`src/rtl/ldl_sfifo_v2_if.sv`:
```
// Handshake/data bundle for ldl_sfifo_v2: producer/consumer side (master) and FIFO side (slave).
// Carries write/read requests, flush, data and all status flags.
interface ldl_sfifo_v2_if #(
    parameter int DW = 8,
    parameter int AW = 4
);
    logic          flush;
    logic          we;
    logic [DW-1:0] din;
    logic          re;
    logic [DW-1:0] dout;
    logic          empty;
    logic          full;
    logic          afull;
    logic          aempty;
    logic [AW:0]   wcnt;
    logic          ovf;
    logic          udf;

    modport master (
        output flush, we, din, re,
        input  dout, empty, full, afull, aempty, wcnt, ovf, udf
    );

    modport slave (
        input  flush, we, din, re,
        output dout, empty, full, afull, aempty, wcnt, ovf, udf
    );
endinterface

```
`src/rtl/ldl_sfifo_v2.sv`:
```
// Synchronous single-clock FIFO with almost-full/almost-empty flags, flush and show-ahead option.
// Define SFIFO_V2_ERR_EN to build the sticky overflow/underflow flags; otherwise ovf/udf are tied 0.
module ldl_sfifo_v2 #(
    parameter int DW        = 8,
    parameter int AW        = 4,
    parameter int AHEAD     = 1,
    parameter int AFULL_TH  = (1 << AW) - 2,
    parameter int AEMPTY_TH = 2
) (
    input  logic              clk,
    input  logic              rst,
    ldl_sfifo_v2_if.slave     bus
);
    localparam int          DEPTH      = 1 << AW;
    localparam logic [AW:0] ONE        = (AW+1)'(1);
    localparam logic [AW:0] FULL_LVL   = (AW+1)'(DEPTH);
    localparam logic [AW:0] AFULL_LVL  = (AW+1)'(AFULL_TH);
    localparam logic [AW:0] AEMPTY_LVL = (AW+1)'(AEMPTY_TH);

    logic [DW-1:0] mem [DEPTH];
    logic [AW:0]   wptr;
    logic [AW:0]   rptr;
    logic [AW:0]   cnt;
    logic [DW-1:0] rd_q;
    logic [DW-1:0] dout_c;
    logic          clr;
    logic          empty;
    logic          full;
    logic          re_acc;
    logic          we_acc;

    // Occupancy is the pointer distance; the extra MSB separates full from empty.
    assign cnt    = wptr - rptr;
    assign empty  = (cnt == '0);
    assign full   = (cnt == FULL_LVL);
    assign clr    = rst | bus.flush;
    assign re_acc = bus.re & ~empty & ~clr;
    assign we_acc = bus.we & (~full | re_acc) & ~clr;

    always_ff @(posedge clk) begin
        // NOTE: sequential state uses non-blocking (<=) so every register samples pre-edge values.
        if (clr) begin
            wptr <= '0;
            rptr <= '0;
            rd_q <= '0;
        end else begin
            if (we_acc) wptr <= wptr + ONE;
            if (re_acc) begin
                rptr <= rptr + ONE;
                rd_q <= mem[rptr[AW-1:0]];
            end
        end
    end

    // NOTE: the storage array has no reset; its contents are unreachable until rewritten, and a reset would block RAM inference.
    always_ff @(posedge clk) begin
        if (we_acc) mem[wptr[AW-1:0]] <= bus.din;
    end

    generate
        if (AHEAD != 0) begin : g_ahead
            // Head entry is presented directly; when empty the last popped word is held.
            always_comb begin
                // NOTE: default assigned first so no path leaves dout_c unassigned (no latch).
                dout_c = rd_q;
                if (!empty) dout_c = mem[rptr[AW-1:0]];
            end
        end else begin : g_reg
            assign dout_c = rd_q;
        end
    endgenerate

`ifdef SFIFO_V2_ERR_EN
    logic ovf_q;
    logic udf_q;

    always_ff @(posedge clk) begin
        if (clr) begin
            ovf_q <= 1'b0;
            udf_q <= 1'b0;
        end else begin
            if (bus.we && full && !bus.re) ovf_q <= 1'b1;
            if (bus.re && empty)           udf_q <= 1'b1;
        end
    end

    assign bus.ovf = ovf_q;
    assign bus.udf = udf_q;
`else
    assign bus.ovf = 1'b0;
    assign bus.udf = 1'b0;
`endif

    assign bus.dout   = dout_c;
    assign bus.empty  = empty;
    assign bus.full   = full;
    assign bus.afull  = (cnt >= AFULL_LVL);
    assign bus.aempty = (cnt <= AEMPTY_LVL);
    assign bus.wcnt   = cnt;
endmodule
```
`src/flat_wrapper.sv`:
```
// flat-port wrapper written by rule: the top's interface ports become plain ports
module ldl_sfifo_v2_flat 
#(
    parameter int DW        = 8,
    parameter int AW        = 4,
    parameter int AHEAD     = 1,
    parameter int AFULL_TH  = (1 << AW) - 2,
    parameter int AEMPTY_TH = 2
)
  (clk, rst, bus_flush, bus_we, bus_din, bus_re, bus_dout, bus_empty, bus_full, bus_afull, bus_aempty, bus_wcnt, bus_ovf, bus_udf);
  ldl_sfifo_v2_if #(.DW(DW), .AW(AW)) bus_i ();
  input  logic clk;
  input  logic rst;
  input wire logic [$bits(bus_i.flush)-1:0] bus_flush;
  input wire logic [$bits(bus_i.we)-1:0] bus_we;
  input wire logic [$bits(bus_i.din)-1:0] bus_din;
  input wire logic [$bits(bus_i.re)-1:0] bus_re;
  output wire logic [$bits(bus_i.dout)-1:0] bus_dout;
  output wire logic [$bits(bus_i.empty)-1:0] bus_empty;
  output wire logic [$bits(bus_i.full)-1:0] bus_full;
  output wire logic [$bits(bus_i.afull)-1:0] bus_afull;
  output wire logic [$bits(bus_i.aempty)-1:0] bus_aempty;
  output wire logic [$bits(bus_i.wcnt)-1:0] bus_wcnt;
  output wire logic [$bits(bus_i.ovf)-1:0] bus_ovf;
  output wire logic [$bits(bus_i.udf)-1:0] bus_udf;
  assign bus_i.flush = bus_flush;
  assign bus_i.we = bus_we;
  assign bus_i.din = bus_din;
  assign bus_i.re = bus_re;
  assign bus_dout = bus_i.dout;
  assign bus_empty = bus_i.empty;
  assign bus_full = bus_i.full;
  assign bus_afull = bus_i.afull;
  assign bus_aempty = bus_i.aempty;
  assign bus_wcnt = bus_i.wcnt;
  assign bus_ovf = bus_i.ovf;
  assign bus_udf = bus_i.udf;
  ldl_sfifo_v2 #(.DW(DW), .AW(AW), .AHEAD(AHEAD), .AFULL_TH(AFULL_TH), .AEMPTY_TH(AEMPTY_TH)) u_core (.clk(clk), .rst(rst), .bus(bus_i));
endmodule
```
`config.mk`:
```
export PLATFORM = sky130hd
export DESIGN_NAME = ldl_sfifo_v2_flat
export DESIGN_NICKNAME = d
export VERILOG_FILES = /design/src/rtl/ldl_sfifo_v2_if.sv /design/src/rtl/ldl_sfifo_v2.sv /design/src/flat_wrapper.sv
export SDC_FILE = /design/constraint.sdc
export NUM_CORES = 1
export LEC_CHECK = 0
export CAP_MARGIN = 20
export CORE_AREA = 2 2 128 130
export DETAILED_ROUTE_END_ITERATION = 8
export DIE_AREA = 0 0 130 132
export GPL_TIMING_DRIVEN = 0
export PLACE_DENSITY = 0.57
export SETUP_SLACK_MARGIN = 0.3
export SYNTH_ARGS = -nofsm -noshare
export SYNTH_HDL_FRONTEND = slang
export SYNTH_SLANG_ARGS = --single-unit
```
`constraint.sdc`:
```
create_clock -name clk -period 4.2 [get_ports clk]
set_input_delay 1.05 -clock clk [delete_from_list [all_inputs] [get_ports clk]]
set_output_delay 1.05 -clock clk [all_outputs]
set_load 0.01 [all_outputs]
```
==> metrics.txt <==
Place WS -0.112 ns; Max Fclk between 200 and 300 MHz; Finished Cell Area around 0.0080 mm^2; Slew Limit Fails 0; clock network latency to the later pin of the worst-skew pair 0.43 ns; hold path depth 2; asr flop ratio synth 0%; Final period util between 90% and 100%; Synthesis Warnings 0; slew margin rel. 42.1%; FF-to-FF path depth 12; H-tree levels 4; Mapped Area approximately 0.0065 mm^2; post-synthesis cell type count 51; final setup margin between 0.2 and 0.3 ns; Final HPWL DP 10,200 um; Core Area 0.0157 mm^2; total power 3.57 mW; routed via count roughly 4,000; Die X 130 um; Top FF cell, synth edfxtp_1; cell count after synthesis 408; first-pass GRT wire length roughly 23,000 um; total grt overflow 0; worst-path maximum fanout 5; DRT iter0 DRCs 530; placed cells 665; Reg clk slew, reported paths 0.06 ns; ant diodes 0; number of synthesized flops with an enable pin 128; pin count of the biggest net entering global routing 17; # fillers 1,295; CTS tree done; Final Hold Vio Count 0; NumNets Final 505; Least-Margin Pin Slew around 0.86 ns; pwr dens 449 mW/mm^2; Seq cells post-synth 150; DRC 0; Worst setup EP type output pin; Lkg Pwr 2.66 nW; CTS sink count 150; CTS max path bufs 2; RSZ-0062 raised after global routing true; maxcap violations 0; Ports 32; Port Buf Inserts 28; Mapped Avg Cell Area 15.9 um^2; Routed WL per cell 21.8 um; Total Routing Usage GR about a fifth; status finished clean; cts bufs inserted 17; vias in the first global route between 3,000 and 4,000; routed wire length 15,500 um; clk root buf clkbuf_16; Min Clock Period, post-route approximately 4 ns; clock skew after layout 0.00916 ns; via/cell ratio 5.61; row count 46; Hold Crit Class reg -> reg; initial antenna violation count 0; crit path kind reg -> out; proportion of layout cells with a drive suffix above 1 30.5%; Worst EP required 3.15 ns; area delta synth->final 22.7%; Starting Density 41.3%; sequential area share after synthesis 66.1%; Final Setup Violations 0; Non-Filler Instances 711; final core area utilization 50.6%; Post-DRT Antenna Nets 0; full die area around 0.017 mm^2; Critical Path AT 2.88 ns; crit start category flop; detailed-router iteration count before antenna repair 5; Peak VDD IR 358 uV; Placement Cell Area 0.00719 mm^2; gpl congestion 0.820; Chip Height 132 um
==> metal layers <==
| metal | wire [um] | vias up | part of all wire (%) | GRT usage, % |
|---|---|---|---|---|
| met5 | 0 | - | 0 | 0 |
| met4 | 261 | 0 | 1.7 | 6.81 |
| met3 | 833 | 19 | 5.4 | 3.86 |
| met2 | 7790 | 164 | 50 | 30.5 |
| met1 | 6620 | 2017 | 43 | 25.4 |
| li1 | - | 1789 | - | - |
==> critical path: stages (launching register included) <==
cell and delay [ns]:
dfxtp_4 0.37, inv_6 0.05, ha_4 0.15, fa_2 0.55, nand3b_1 0.12, nor4b_4 0.36
nor2_4 0.11, nor2_8 0.14, mux2_2 0.36, clkdlybuf4s15_1 0.24
==> repair_timing <==
action,in CTS,in global routing
gates resized for setup,56,22
cloned,1,0
endpoints found under the hold margin,0,0
hold buffers,0,0
setup endpoints to repair,13,13
setup buffers,9,4
pin swaps,7,6
==> state kept, by name, summed over array words and instances (netlist names), named ones only <==
name	cells
u_core.mem	128
u_core.rd_q	8
u_core.rptr	5
u_core.wptr	5
==> layout make-up <==
| class | count | area, um^2 | share of cell area (%) |
|---|---|---|---|
| Tap cell | 216 | 270 | 3.40 |
| Timing Repair Buffer | 53 | 433 | 5.44 |
| Clock buffer | 20 | 437 | 5.49 |
| Multi-Input combinational cell | 221 | 2200 | 27.7 |
| Inverter | 11 | 48.8 | 0.613 |
| Sequential cell | 150 | 4290 | 53.9 |
| Clock inverter | 12 | 128 | 1.60 |
| Buffer | 28 | 149 | 1.87 |
==> report_power, final <==
group,total (mW),internal (mW),switching [mW]
clock network,1.47,0.874,0.596
logic,0.463,0.216,0.247
registers,1.64,1.63,0.00923
total,3.57,2.72,0.853
==> logic make-up (layout without fill, tap and decap cells) <==
logic type      count (synthesis)  in the layout  synth area share, %
compound gates                 46             46                 5.36
mux                            46             46                 13.4
fa+ha+maj                      10             10                 2.05
other cells                     1              2               0.0578
buf+inv                        39            124                 2.59
flops                         150            150                 66.1
xor+xnor                        4              4                 1.06
simple gates                  112            113                 9.40
==> synth_stat cells (6+ instances only) <==
cell type | number | area share (%)
mux4_2 | 32 | 11
nor4_1 | 10 | 0.96
dfxtp_1 | 22 | 6.8
inv_1 | 9 | 0.52
nor2_1 | 8 | 0.46
edfxtp_1 | 128 | 59
o211ai_1 | 10 | 1.2
nand3_1 | 25 | 1.9
mux2_2 | 7 | 1.2
nand2_1 | 25 | 1.4
buf_2 | 9 | 0.69
clkbuf_1 | 13 | 0.75
a22oi_1 | 16 | 1.9
ha_1 | 9 | 1.7
mux2i_1 | 6 | 0.93
nor3_1 | 10 | 0.77
nand4_1 | 14 | 1.4
==> per-stage QoR <==
stage | hold WS [ns] | setup TNS, ns
2_1_floorplan | 0.450 | 0
3_3_place_gp | 0.486 | -13.41
3_5_place_dp | 0.483 | -0.822
4_1_cts | 0.492 | 0
5_1_grt | 0.502 | 0
6_report | 0.482 | 0
==> placed cells by master, fill, tap and decap left out, types with 5 or more instances in the layout <==
cell type,instances
inv_1,7
buf_2,17
clkdlybuf4s50_1,16
buf_4,26
mux2i_1,6
nor4_2,8
clkbuf_1,15
dfxtp_1,19
nand2_1,25
nand3_1,25
mux2_4,5
ha_1,8
nor2_1,8
edfxtp_1,128
nand4_1,14
mux4_2,32
o211ai_1,10
a22oi_1,15
nor3_1,6
clkbuf_16,17
==> worst paths after layout <==
check	start	endpoint	slack [ns]
max	u_core.wptr[0]	bus_dout[5]	0.27
min	u_core.rptr[3]	u_core.rptr[3]	0.48
max reg2reg	u_core.wptr[0]	u_core.mem[15][3]	0.79
min reg2reg	u_core.rptr[3]	u_core.rptr[3]	0.48
No activity file was read; power rests on OpenSTA's default activity.
